File: src/rtl/aqp_handctrl_emu.sv
// Hand-controller emulator: two cascaded 8-bit PISO shift registers ('165 style)
// presented on the serial controller port. Reader strobes arrive asynchronously
// and are synchronized into the clk domain before use. Also reports frame and
// link status for the host.
module aqp_handctrl_emu #(
  parameter int   SYNC_STAGES    = 2,
  parameter int   TIMEOUT_CYCLES = 16384,
  parameter logic FILL_BIT       = 1'b1
) (
  input  logic       clk,
  input  logic       reset,
  input  logic       hctrl_clk,
  input  logic       hctrl_load_n,
  output logic       hctrl_data,
  input  logic [7:0] hctrl1_in,
  input  logic [7:0] hctrl2_in,
  output logic       frame_strobe,
  output logic [7:0] frame_count,
  output logic       overrun,
  output logic       link_active
);

  localparam logic [15:0] TIMEOUT_LIM = 16'(TIMEOUT_CYCLES);
  localparam logic [4:0]  SHIFT_MAX   = 5'd17;
  localparam logic [4:0]  SHIFT_FULL  = 5'd16;

  logic [SYNC_STAGES-1:0] clk_sync_r;
  logic [SYNC_STAGES-1:0] load_sync_r;
  logic                   clk_prev_r;
  logic                   load_prev_r;
  logic                   clk_s;
  logic                   load_s;
  logic                   clk_rise_s;
  logic                   load_rise_s;
  logic                   load_fall_s;

  logic [15:0]            chain_r;
  logic [4:0]             shift_cnt_r;
  logic                   hctrl_data_r;
  logic                   overrun_r;
  logic                   frame_strobe_r;
  logic [7:0]             frame_count_r;
  logic                   link_active_r;
  logic [15:0]            timeout_cnt_r;
  logic [15:0]            timeout_next_s;

  // Synchronizers reset to the idle bus state (clock low, load released) so
  // leaving reset never looks like a load edge.
  always_ff @(posedge clk) begin
    if (reset) begin
      clk_sync_r  <= '0;
      load_sync_r <= '1;
      clk_prev_r  <= 1'b0;
      load_prev_r <= 1'b1;
    end else begin
      clk_sync_r  <= {clk_sync_r[SYNC_STAGES-2:0], hctrl_clk};
      load_sync_r <= {load_sync_r[SYNC_STAGES-2:0], hctrl_load_n};
      clk_prev_r  <= clk_s;
      load_prev_r <= load_s;
    end
  end

  // Edge detection on the synchronized strobes; saturating timeout increment.
  always_comb begin
    clk_s       = clk_sync_r[SYNC_STAGES-1];
    load_s      = load_sync_r[SYNC_STAGES-1];
    clk_rise_s  = clk_s & ~clk_prev_r;
    load_rise_s = load_s & ~load_prev_r;
    load_fall_s = ~load_s & load_prev_r;
    if (timeout_cnt_r == TIMEOUT_LIM) begin
      timeout_next_s = timeout_cnt_r;
    end else begin
      timeout_next_s = timeout_cnt_r + 16'd1;
    end
  end

  // Shift chain: level-sensitive parallel load has priority over a shift edge.
  always_ff @(posedge clk) begin
    if (reset) begin
      chain_r      <= 16'hFFFF;
      shift_cnt_r  <= 5'd0;
      overrun_r    <= 1'b0;
      hctrl_data_r <= 1'b1;
    end else begin
      hctrl_data_r <= chain_r[15];
      if (!load_s) begin
        chain_r     <= {hctrl2_in, hctrl1_in};
        shift_cnt_r <= 5'd0;
        overrun_r   <= 1'b0;
      end else if (clk_rise_s) begin
        chain_r <= {chain_r[14:0], FILL_BIT};
        if (shift_cnt_r == SHIFT_FULL) begin
          overrun_r <= 1'b1;
        end else begin
          overrun_r <= overrun_r;
        end
        if (shift_cnt_r != SHIFT_MAX) begin
          shift_cnt_r <= shift_cnt_r + 5'd1;
        end else begin
          shift_cnt_r <= shift_cnt_r;
        end
      end else begin
        chain_r     <= chain_r;
        shift_cnt_r <= shift_cnt_r;
        overrun_r   <= overrun_r;
      end
    end
  end

  // Frame bookkeeping: a completed load is the rising edge of the synced load_n.
  always_ff @(posedge clk) begin
    if (reset) begin
      frame_strobe_r <= 1'b0;
      frame_count_r  <= 8'd0;
    end else begin
      frame_strobe_r <= load_rise_s;
      if (load_rise_s) begin
        frame_count_r <= frame_count_r + 8'd1;
      end else begin
        frame_count_r <= frame_count_r;
      end
    end
  end

  // Link watchdog: restarted by each load start, drops after TIMEOUT_CYCLES.
  always_ff @(posedge clk) begin
    if (reset) begin
      link_active_r <= 1'b0;
      timeout_cnt_r <= 16'd0;
    end else if (load_fall_s) begin
      link_active_r <= 1'b1;
      timeout_cnt_r <= 16'd0;
    end else begin
      timeout_cnt_r <= timeout_next_s;
      if (timeout_next_s == TIMEOUT_LIM) begin
        link_active_r <= 1'b0;
      end else begin
        link_active_r <= link_active_r;
      end
    end
  end

  assign hctrl_data   = hctrl_data_r;
  assign frame_strobe = frame_strobe_r;
  assign frame_count  = frame_count_r;
  assign overrun      = overrun_r;
  assign link_active  = link_active_r;

endmodule

File: config.mk
export PLATFORM = sky130hd
export DESIGN_NAME = aqp_handctrl_emu
export DESIGN_NICKNAME = d
export VERILOG_FILES = /design/src/rtl/aqp_handctrl_emu.sv
export SDC_FILE = /design/constraint.sdc
export NUM_CORES = 1
export LEC_CHECK = 0
export BUFFER_PORTS_ARGS = -buffer_cell sky130_fd_sc_hd__buf_2
export CAP_MARGIN = 5
export CORE_ASPECT_RATIO = 0.5
export CORE_MARGIN = 8
export CORE_UTILIZATION = 57
export DETAILED_ROUTE_END_ITERATION = 6
export GPL_TIMING_DRIVEN = 1
export HOLD_SLACK_MARGIN = 0.1
export PLACE_DENSITY_LB_ADDON = 0.1
export SKIP_CTS_REPAIR_TIMING = 1
export SLEW_MARGIN = 30
export SYNTH_ARGS = -nofsm -noshare
export SYNTH_HDL_FRONTEND = slang
export SYNTH_SLANG_ARGS = --single-unit
File: constraint.sdc
create_clock -name clk -period 2.2 [get_ports clk]
set_clock_uncertainty 0.1 [all_clocks]
set_input_delay 0.33 -clock clk [delete_from_list [all_inputs] [get_ports clk]]
set_output_delay 0.33 -clock clk [all_outputs]
set_load 0.02 [all_outputs]
# ---- After elaboration in Yosys (flattened, before gate mapping)
# Index checks and enable logic that the tools add are counted.
dict set report op_classes {
  n_addsub 3
  eq_ne 5
  n_mux 5
  bitwise 6
  n_reduce_logical 5
}
# operator count
set ops {}
lappend ops {{2-to-1 mux 16 bit} 3}
lappend ops {{== test 16 x 15 -> 1 bit (second input constant)} 2}
lappend ops {{adder 16 x 1 -> 16 bit (second input constant)} 1}
lappend ops {{adder 8 x 1 -> 8 bit (second input constant)} 1}
lappend ops {{adder 5 x 1 -> 5 bit (second input constant)} 1}
lappend ops {{== test 5 bit (second input constant)} 1}
lappend ops {{!= test 5 bit (second input constant)} 1}
lappend ops {{AND reduction 2 bit} 2}
lappend ops {{OR reduction 2 bit} 2}
lappend ops {{bitwise AND 1 bit} 3}
lappend ops {{inverter 1 bit} 3}
lappend ops {{2-to-1 mux 1 bit} 2}
lappend ops {{!= test 2 x 1 -> 1 bit (second input constant)} 1}
lappend ops {{nonzero test 2 bit} 1}
dict set report word_totals {
  ff_bits 55
  inputBits 20
  out_inout_bits 12
  wordCells 36
}

# ---- Longest topological paths before layout
# Gate-level depths: netlist of run 1.
dict set report depth {
  ltp_word 5
  ltp_mapped 8
  depth_no_buf 8
}

# ---- Worst setup path before layout of run 1
# No wires, ideal clock.
dict set report synth_path {
  path_type {reg2reg}
  from {reg timeout_cnt_r[0]}
  to {reg link_active_r, in the netlist link_active}
  setup_time_ps 131
  t_arrival_ps 1583
  t_required_ps 1969
  path_slack_ps 386
  stages_incl_launch_ff 9
  n_path_buf 0
  period_less_slack_ps 1814
  path_cell_list {dfxtp_1 inv_1 ha_1 nor4b_1 nand4_1 mux2_2 o21ai_1 nor4_1 a31oi_1}
}
dict set report synth_via {
  elab_chain_cells 4
  elab_cells_between_ends 5
  cone_classes {1 x add/sub; 2 x eq/ne; 1 x mux; 1 x reduce/logical}
}
# element line
set synth_rtl {}
lappend synth_rtl {{start: declaration} 44} ;# logic [15:0] timeout_cnt_r;
lappend synth_rtl {{start signal: assignment} 134} ;# timeout_cnt_r <= timeout_next_s;
lappend synth_rtl {{adder 16 x 1 -> 16 bit / == test 16 x 15 -> 1 bit (equally long branches)} {73, 70}}
lappend synth_rtl {{2-to-1 mux 16 bit (*)} 70} ;# if (timeout_cnt_r == TIMEOUT_LIM) begin
lappend synth_rtl {{== test 16 x 15 -> 1 bit (*)} 135} ;# if (timeout_next_s == TIMEOUT_LIM) begin
lappend synth_rtl {{nonzero test 2 bit (no line) (*)} --}
lappend synth_rtl {{end signal: assignment} 138} ;# link_active_r <= link_active_r;
lappend synth_rtl {{end: declaration} 43} ;# logic link_active_r;
# Mark *: on every way between the ends. The rest lies on a longest branch, timed or not.
# A chain may end at the register's enable or synchronous reset.

# ---- Worst setup path after layout of run 1
# Same ends and word-level chain as after synthesis.

==> results of run 1 <==
==> power by group <==
part | switching (mW) | total [mW] | leakage (nW) | internal [mW]
logic | 0.0779 | 0.150 | 0.729 | 0.0725
registers | 0.0209 | 1.05 | 0.448 | 1.03
clock network | 0.301 | 0.589 | 0.0515 | 0.288
total | 0.400 | 1.79 | 1.23 | 1.39
==> state kept, by name, indices dropped and copies added (netlist names) <==
name and count:
frame_count 8, link_active 1, hctrl_data 1, timeout_cnt_r 16, overrun 1, shift_cnt_r 5
frame_strobe 1, load_prev_r 1, clk_sync_r 2, chain_r 16, clk_prev_r 1, load_sync_r 2
==> how the worst min path moves through the flow <==
stage / from / to / slack (ps) / depth (start not counted)
2_1_floorplan: load_sync_r[0] / load_sync_r[1] / 290 / 1
3_3_place_gp: load_sync_r[0] / load_sync_r[1] / 310 / 1
3_5_place_dp: load_sync_r[0] / load_sync_r[1] / 300 / 1
4_1_cts: hctrl_load_n / load_sync_r[0] / 110 / 2
5_1_grt: hctrl_load_n / load_sync_r[0] / 100 / 2
6_report: hctrl_load_n / load_sync_r[0] / 110 / 2
==> per-stage QoR <==
step           worst slack (ps)  instances  hold WS, ps  utilization (%)  power (mW)
2_1_floorplan             385.8        303        289.5                -       1.176
3_5_place_dp              248.3        377        304.0            62.59       1.220
5_1_grt                   22.86        385        103.8            65.14       1.889
4_1_cts                   193.1        385        106.2            64.91       1.809
3_3_place_gp              308.0        377        308.8            62.59       1.214
6_report                  213.6        385        109.7            65.14       1.787
==> cell usage after synthesis (2+ instances only) <==
| cell type | count | share of area, % |
|---|---|---|
| nand2_1 | 41 | 6.1 |
| nor2_1 | 50 | 7.5 |
| mux2i_1 | 2 | 0.79 |
| a31oi_1 | 17 | 4.2 |
| nor4b_1 | 2 | 0.70 |
| a21oi_1 | 3 | 0.60 |
| xor2_1 | 16 | 5.6 |
| nor4_2 | 2 | 0.99 |
| nor3_1 | 3 | 0.60 |
| clkbuf_1 | 16 | 2.4 |
| ha_1 | 6 | 3.0 |
| and3_1 | 7 | 1.7 |
| nand2b_1 | 3 | 0.75 |
| nand3_1 | 8 | 1.6 |
| dfxtp_1 | 55 | 44 |
| xnor2_1 | 11 | 3.8 |
| or2_2 | 20 | 5.0 |
| inv_1 | 6 | 0.89 |
| nand4_1 | 5 | 1.2 |
| o21ai_0 | 3 | 0.60 |
| nor2b_1 | 10 | 2.5 |
==> metal layers <==
layer | up-vias | global-route usage (%) | part of all wire (%)
li1 | 1040 | - | -
met2 | 22 | 23.25 | 46
met4 | 0 | 4.341 | 0.81
met5 | - | 0 | 0
met3 | 5 | 4.115 | 2.9
met1 | 940 | 18.64 | 50
==> cell type report <==
class	instances	area share (%)
clock buffer	8	3.559
inverter	6	0.8007
multi-input combinational	225	47.64
sequential	55	39.15
tap	57	2.536
timing repair buffer	34	6.317
==> cells by family after synthesis <==
family | Yosys count | share of synthesized area, %
xor+xnor | 27 | 9.389
fa+ha+maj | 6 | 2.981
mux | 3 | 1.242
simple gates | 161 | 32.29
compound gates | 28 | 6.905
flops | 55 | 43.72
buf+inv | 23 | 3.477
==> worst max-delay path, cell delays in order (launching register included) <==
cell and delay, ps:
dfxtp_1 370, inv_1 110, ha_1 160, nor4b_1 230
nand4_1 210, mux2_2 270, o21ai_1 50, nor4_1 270
a31oi_1 120
==> impl_results.md, run 1 <==
- Outcome: completed
- Crit path capture: link_active
- Hold Vio Cnt, Final: 0
- Worst hold-check path type: primary input to flip-flop
- Pre-Repair DR Iteration Count: 4
- Share of layout cells above drive strength 1: 21.04%
- Synth cell types: 38
- Die W: 110.0 um
- Synth Flop Type: dfxtp_1
- Final wirelength: 4667 um
- Critical Path Fanout Max: 5
- Synthesized Nets: 329
- Root Buffer: clkbuf_8
- Row count: 17
- Sequential Area: 0.001101 mm2
- H-tree levels: 2
- CP endpoint kind: flip-flop
- Post-DRT Antenna Nets: 0
- Detailed placer's ending HPWL: 3315 um
- R2R Setup Slk: 210 ps
- Remaining Overflow, GRT: 0
- CTS tree: built
- Maximum VDD drop: 0.3148 mV
- Critical path startpoint: timeout_cnt_r[0]
- Pwr/cell area: 635.3 mW/mm2
- Drt first-iter violations: 72
- CTS Buf Count: 5
- Syn avg cell area: 8.312 um2
- Worst-Skew Late Latency: 300 ps
- Ant diodes: 0
- GP Congestion: 0.8927
- DR vias: 2,007
- Final nets: 353
- Max-Cap Viols: 0
- RSZ-0062 raised after global routing: no
- Setup_tns: 0 ps
- IO Port Bufs: 31
- Pins over their slew limit: 0
- IO Pins: 32
- Post-synth EDFFs: 0
- Synth Instances: 303
- Clk slew on worst S/H paths: 90 ps
- Post-route cell area: 0.002813 mm2
- Final Setup Violations: 0
- FF-to-FF path depth: 8
- Final Critical Period: 1986 ps
- Vias per cell: 5.213
- Number of global-route vias before repair: 1,918
- Yosys reg bits: 55
- DRC Markers: 0
- Initial core utilization: 58.33%
- Seq/Total Area, Yosys: 43.72%
- Die Area: 0.006931 mm2
- Most frequent cells in the layout: dfxtp_1, nor2_1, nand2_1
- Crit Path Category: flip-flop to flip-flop
- Tightest Pin Transition: 503.0 ps
- First-pass GRT wire length: 8404 um
- Clk buf depth: 2
- Largest net degree at the start of global routing: 35
- Reg-to-Reg Start: timeout_cnt_r[0]
- Gr usage total: 14.64%
- Routed wire per std cell: 12.12 um
- Crit path DAT: 2070 ps
- DIE HEIGHT: 63.01 um
- Initial antenna violation count: 0
- Core region area: 0.004318 mm2
- Synth Warn #: 0
- Fill count: 402
- Cell Area, Placed: 0.002703 mm2
- Worst flop-to-flop path endpoint: link_active
- Slew HR: 66.46%
- Req. time, crit path: 2280 ps
- Area grow syn2layout: 11.67%
- Leak: 1.229 nW
- Area of the multi-input gates: 0.001340 mm2
- Maximum clock rate: 0.5034 GHz
- Tcrit/Tclk final: 90.29%
- Clock Sink Count: 55
- Async set or reset register ratio after synthesis: 0%
- Commonest non-fill, non-tap cell in the layout: dfxtp_1
- Startpoint types: flip-flop
- Mapped Area: 0.002519 mm2
No activity file was read; power rests on OpenSTA's default activity.
==> run 2: changes to the inputs <==
--- a/config.mk
+++ b/config.mk
@@ -7,9 +7,11 @@
 export LEC_CHECK = 0
 export BUFFER_PORTS_ARGS = -buffer_cell sky130_fd_sc_hd__buf_2
 export CAP_MARGIN = 5
+export CELL_PAD_IN_SITES_DETAIL_PLACEMENT = 0
+export CELL_PAD_IN_SITES_GLOBAL_PLACEMENT = 2
 export CORE_ASPECT_RATIO = 0.5
 export CORE_MARGIN = 8
-export CORE_UTILIZATION = 57
+export CORE_UTILIZATION = 34
 export DETAILED_ROUTE_END_ITERATION = 6
 export GPL_TIMING_DRIVEN = 1
 export HOLD_SLACK_MARGIN = 0.1
==> run 2 against run 1 <==
Net effect:
- register-to-register slack about the same
- combinational power rose by 3%
- first-iteration DRC count decreased by 36%
- flip-flop and latch count unchanged
- non-clock buffer count grew 2
- utilization shrank 24 points
- worst setup slack worse by 15 ps
- via count increased by 0.70%
==> impl_results.md, run 2 (synthesis gave the netlist of run 1 again) <==
- Outcome: completed
- DRC Markers: 0 (unchanged)
- Pins over their slew limit: 0 (unchanged)
- DIE HEIGHT: 76.86 um (+22%)
- Die W: 137.7 um (+25%)
- Die Area: 0.01059 mm2 (+53%)
- Ant diodes: 0 (unchanged)
- Hold Vio Cnt, Final: 0 (unchanged)
- H-tree levels: 2 (unchanged)
- Met3 wire len: 252 um (+88%)
- IO Pins: 32 (unchanged)
- Sequential Area: 0.001101 mm2 (unchanged)
- CTS tree: built
- DR vias: 2,021 (+0.70%)
- Commonest non-fill, non-tap cell in the layout: dfxtp_1
- Area of the multi-input gates: 0.001345 mm2 (+0.37%)
- Initial antenna violation count: 0 (unchanged)
- Fill count: 774 (+93%)
- Req. time, crit path: 2260 ps (-20 ps)
- Placed insts: 417 (+11%)
- Drt first-iter violations: 46 (-36%)
- CTS Buf Count: 5 (unchanged)
- Max Used Layer: met4
- Setup_tns: 0 ps (unchanged)
- Sw power: 0.4613 mW (+15%)
- Initial core utilization: 34.66% (-24 points)
- Crit Path Category: flip-flop to flip-flop
- Routed wire per std cell: 12.44 um (+2.7%)
- Sequential share of power: 49.2% (-9.4 points)
- Routed wl met2: 2367 um (+9.4%)
- Share of layout cells above drive strength 1: 22.12% (+1.1 points)
- Vias per cell: 4.744 (-9.0%)
- IO Port Bufs: 31 (unchanged)
- Core region area: 0.007267 mm2 (+68%)
- Maximum VDD drop: 0.3323 mV (+5.5%)
- Area grow syn2layout: 17.34%
- Crit path DAT: 2060 ps (about the same)
- Cell Count, Final, Fillers Out: 426 (+11%)
- CP max stage cell: dfxtp_1
- Worst path top cell family by delay: simple AND/OR/NAND/NOR gates
- Pwr/cell area: 720.1 mW/mm2 (+13%)
- GP Congestion: 0.7627 (-15%)
- Crit-path cells: inv_1 -> ha_1 -> nor4b_1 -> nand4_1 -> mux2_2 -> o21ai_1 -> nor4_2 -> a31oi_1
- Number of global-route vias before repair: 1,989 (+3.7%)
- RSZ-0062 raised after global routing: no
- Most frequent cells in the layout: dfxtp_1, nor2_1, nand2_1
- Startpoint types: flip-flop
- Critical Path Fanout Max: 5 (unchanged)
- Row count: 22 (+5)
- Detailed placer's ending HPWL: 3618 um (+9.1%)
- Clk slew on worst S/H paths: 70 ps (-20 ps)
- M1 WL: 2596 um (+11%)
- Max-Cap Viols: 0 (unchanged)
- Clk pwr share: 43.5% (+10 points)
- Tcrit/Tclk final: 90.95% (+0.67 points)
- Final Setup Violations: 0 (unchanged)
- Root Buffer: clkbuf_16
- CP endpoint kind: flip-flop
- Gr usage total: 10.44% (-4.2 points)
- Final wirelength: 5301 um (+14%)
- Clk buf depth: 2 (unchanged)
- Final nets: 355 (+0.57%)
- Sw Share: 21.67% (-0.72 points)
- Clock Sink Count: 55 (unchanged)
- Largest net degree at the start of global routing: 35 (unchanged)
- Logic pwr share: 7.2% (-1.2 points)
- Tightest Pin Transition: 536.0 ps (+32.97 ps)
- Leak: 1.273 nW (+3.6%)
- Final Critical Period: 2001 ps (+14.63 ps)
- Power Internal: 1.667 mW (+20%)
- Remaining Overflow, GRT: 0 (unchanged)
- Slew HR: 64.27% (-2.2 points)
- Post-DRT Antenna Nets: 0 (unchanged)
- Pre-Repair DR Iteration Count: 4 (unchanged)
- Maximum clock rate: 0.4998 GHz (-0.73%)
- CP bufs+invs: 1 (unchanged)
- Worst hold-check path type: primary input to flip-flop
- Slowest stage delay, CP: 360 ps (about the same)
- Worst-Skew Late Latency: 290 ps (about the same)
- First-pass GRT wire length: 8956 um (+6.6%)
[run 2: cell count changes in the layout (fill, tap and decap cells not counted)]
| cell | previous run | this run |
|---|---|---|
| a2111oi_1 | 1 | 0 |
| clkbuf_16 | 0 | 5 |
| clkbuf_8 | 7 | 1 |
| clkinv_2 | 0 | 1 |
| nor4_1 | 1 | 0 |
| clkbuf_1 | 1 | 0 |
| bufinv_16 | 0 | 1 |
| a2111oi_0 | 0 | 1 |
| buf_4 | 3 | 5 |
| nor4_2 | 1 | 2 |
[run 2: power by group through the flow]
stage | Sequential, mW | Clock [mW] | Combinational [mW]
after detailed placement | 1.07 | 0 | 0.154
after floorplan | 1.07 | 0 | 0.107
after global routing | 1.05 | 1.00 | 0.176
after global placement | 1.07 | 0 | 0.152
final | 1.05 | 0.927 | 0.154
after CTS | 1.05 | 0.971 | 0.155
[run 2: path summary, 6_finish.rpt]
check             slack (ps)  cells past startpoint        startpoint              to
setup / recovery         200                      8  timeout_cnt_r[0]     link_active
hold reg to reg          330                      1    load_sync_r[0]  load_sync_r[1]
setup reg to reg         200                      8  timeout_cnt_r[0]     link_active
hold / removal           120                      2      hctrl_load_n  load_sync_r[0]
[run 2: layout make-up]
type                       count  area share (%)
clock inverter                 2           1.185
multi-input combinational    225           45.51
timing repair buffer          36           6.520
sequential                    55           37.26
inverter                       6          0.7621
tap                           96           4.064
clock buffer                   6           4.699
[run 2: layer usage]
layer,global-route usage [%],up-vias
met1,12.40,935
met3,3.966,7
met4,4.473,0
met5,0,-
li1,-,1048
met2,16.48,31
[run 2: through the flow]
| stage | setup slack, ps | util (%) | hold slack, ps | total power [mW] | instance area (um2) |
|---|---|---|---|---|---|
| 6_report | 199.0 | 40.67 | 118.1 | 2.128 | 2955 |
| 5_1_grt | 6.084 | 40.67 | 107.5 | 2.233 | 2955 |
| 4_1_cts | 85.81 | 40.36 | 105.2 | 2.173 | 2933 |
| 3_5_place_dp | 101.3 | 37.96 | 310.8 | 1.224 | 2759 |
| 3_3_place_gp | 282.5 | 37.96 | 319.1 | 1.222 | 2759 |
| 2_1_floorplan | 385.8 | - | 289.5 | 1.176 | 2519 |
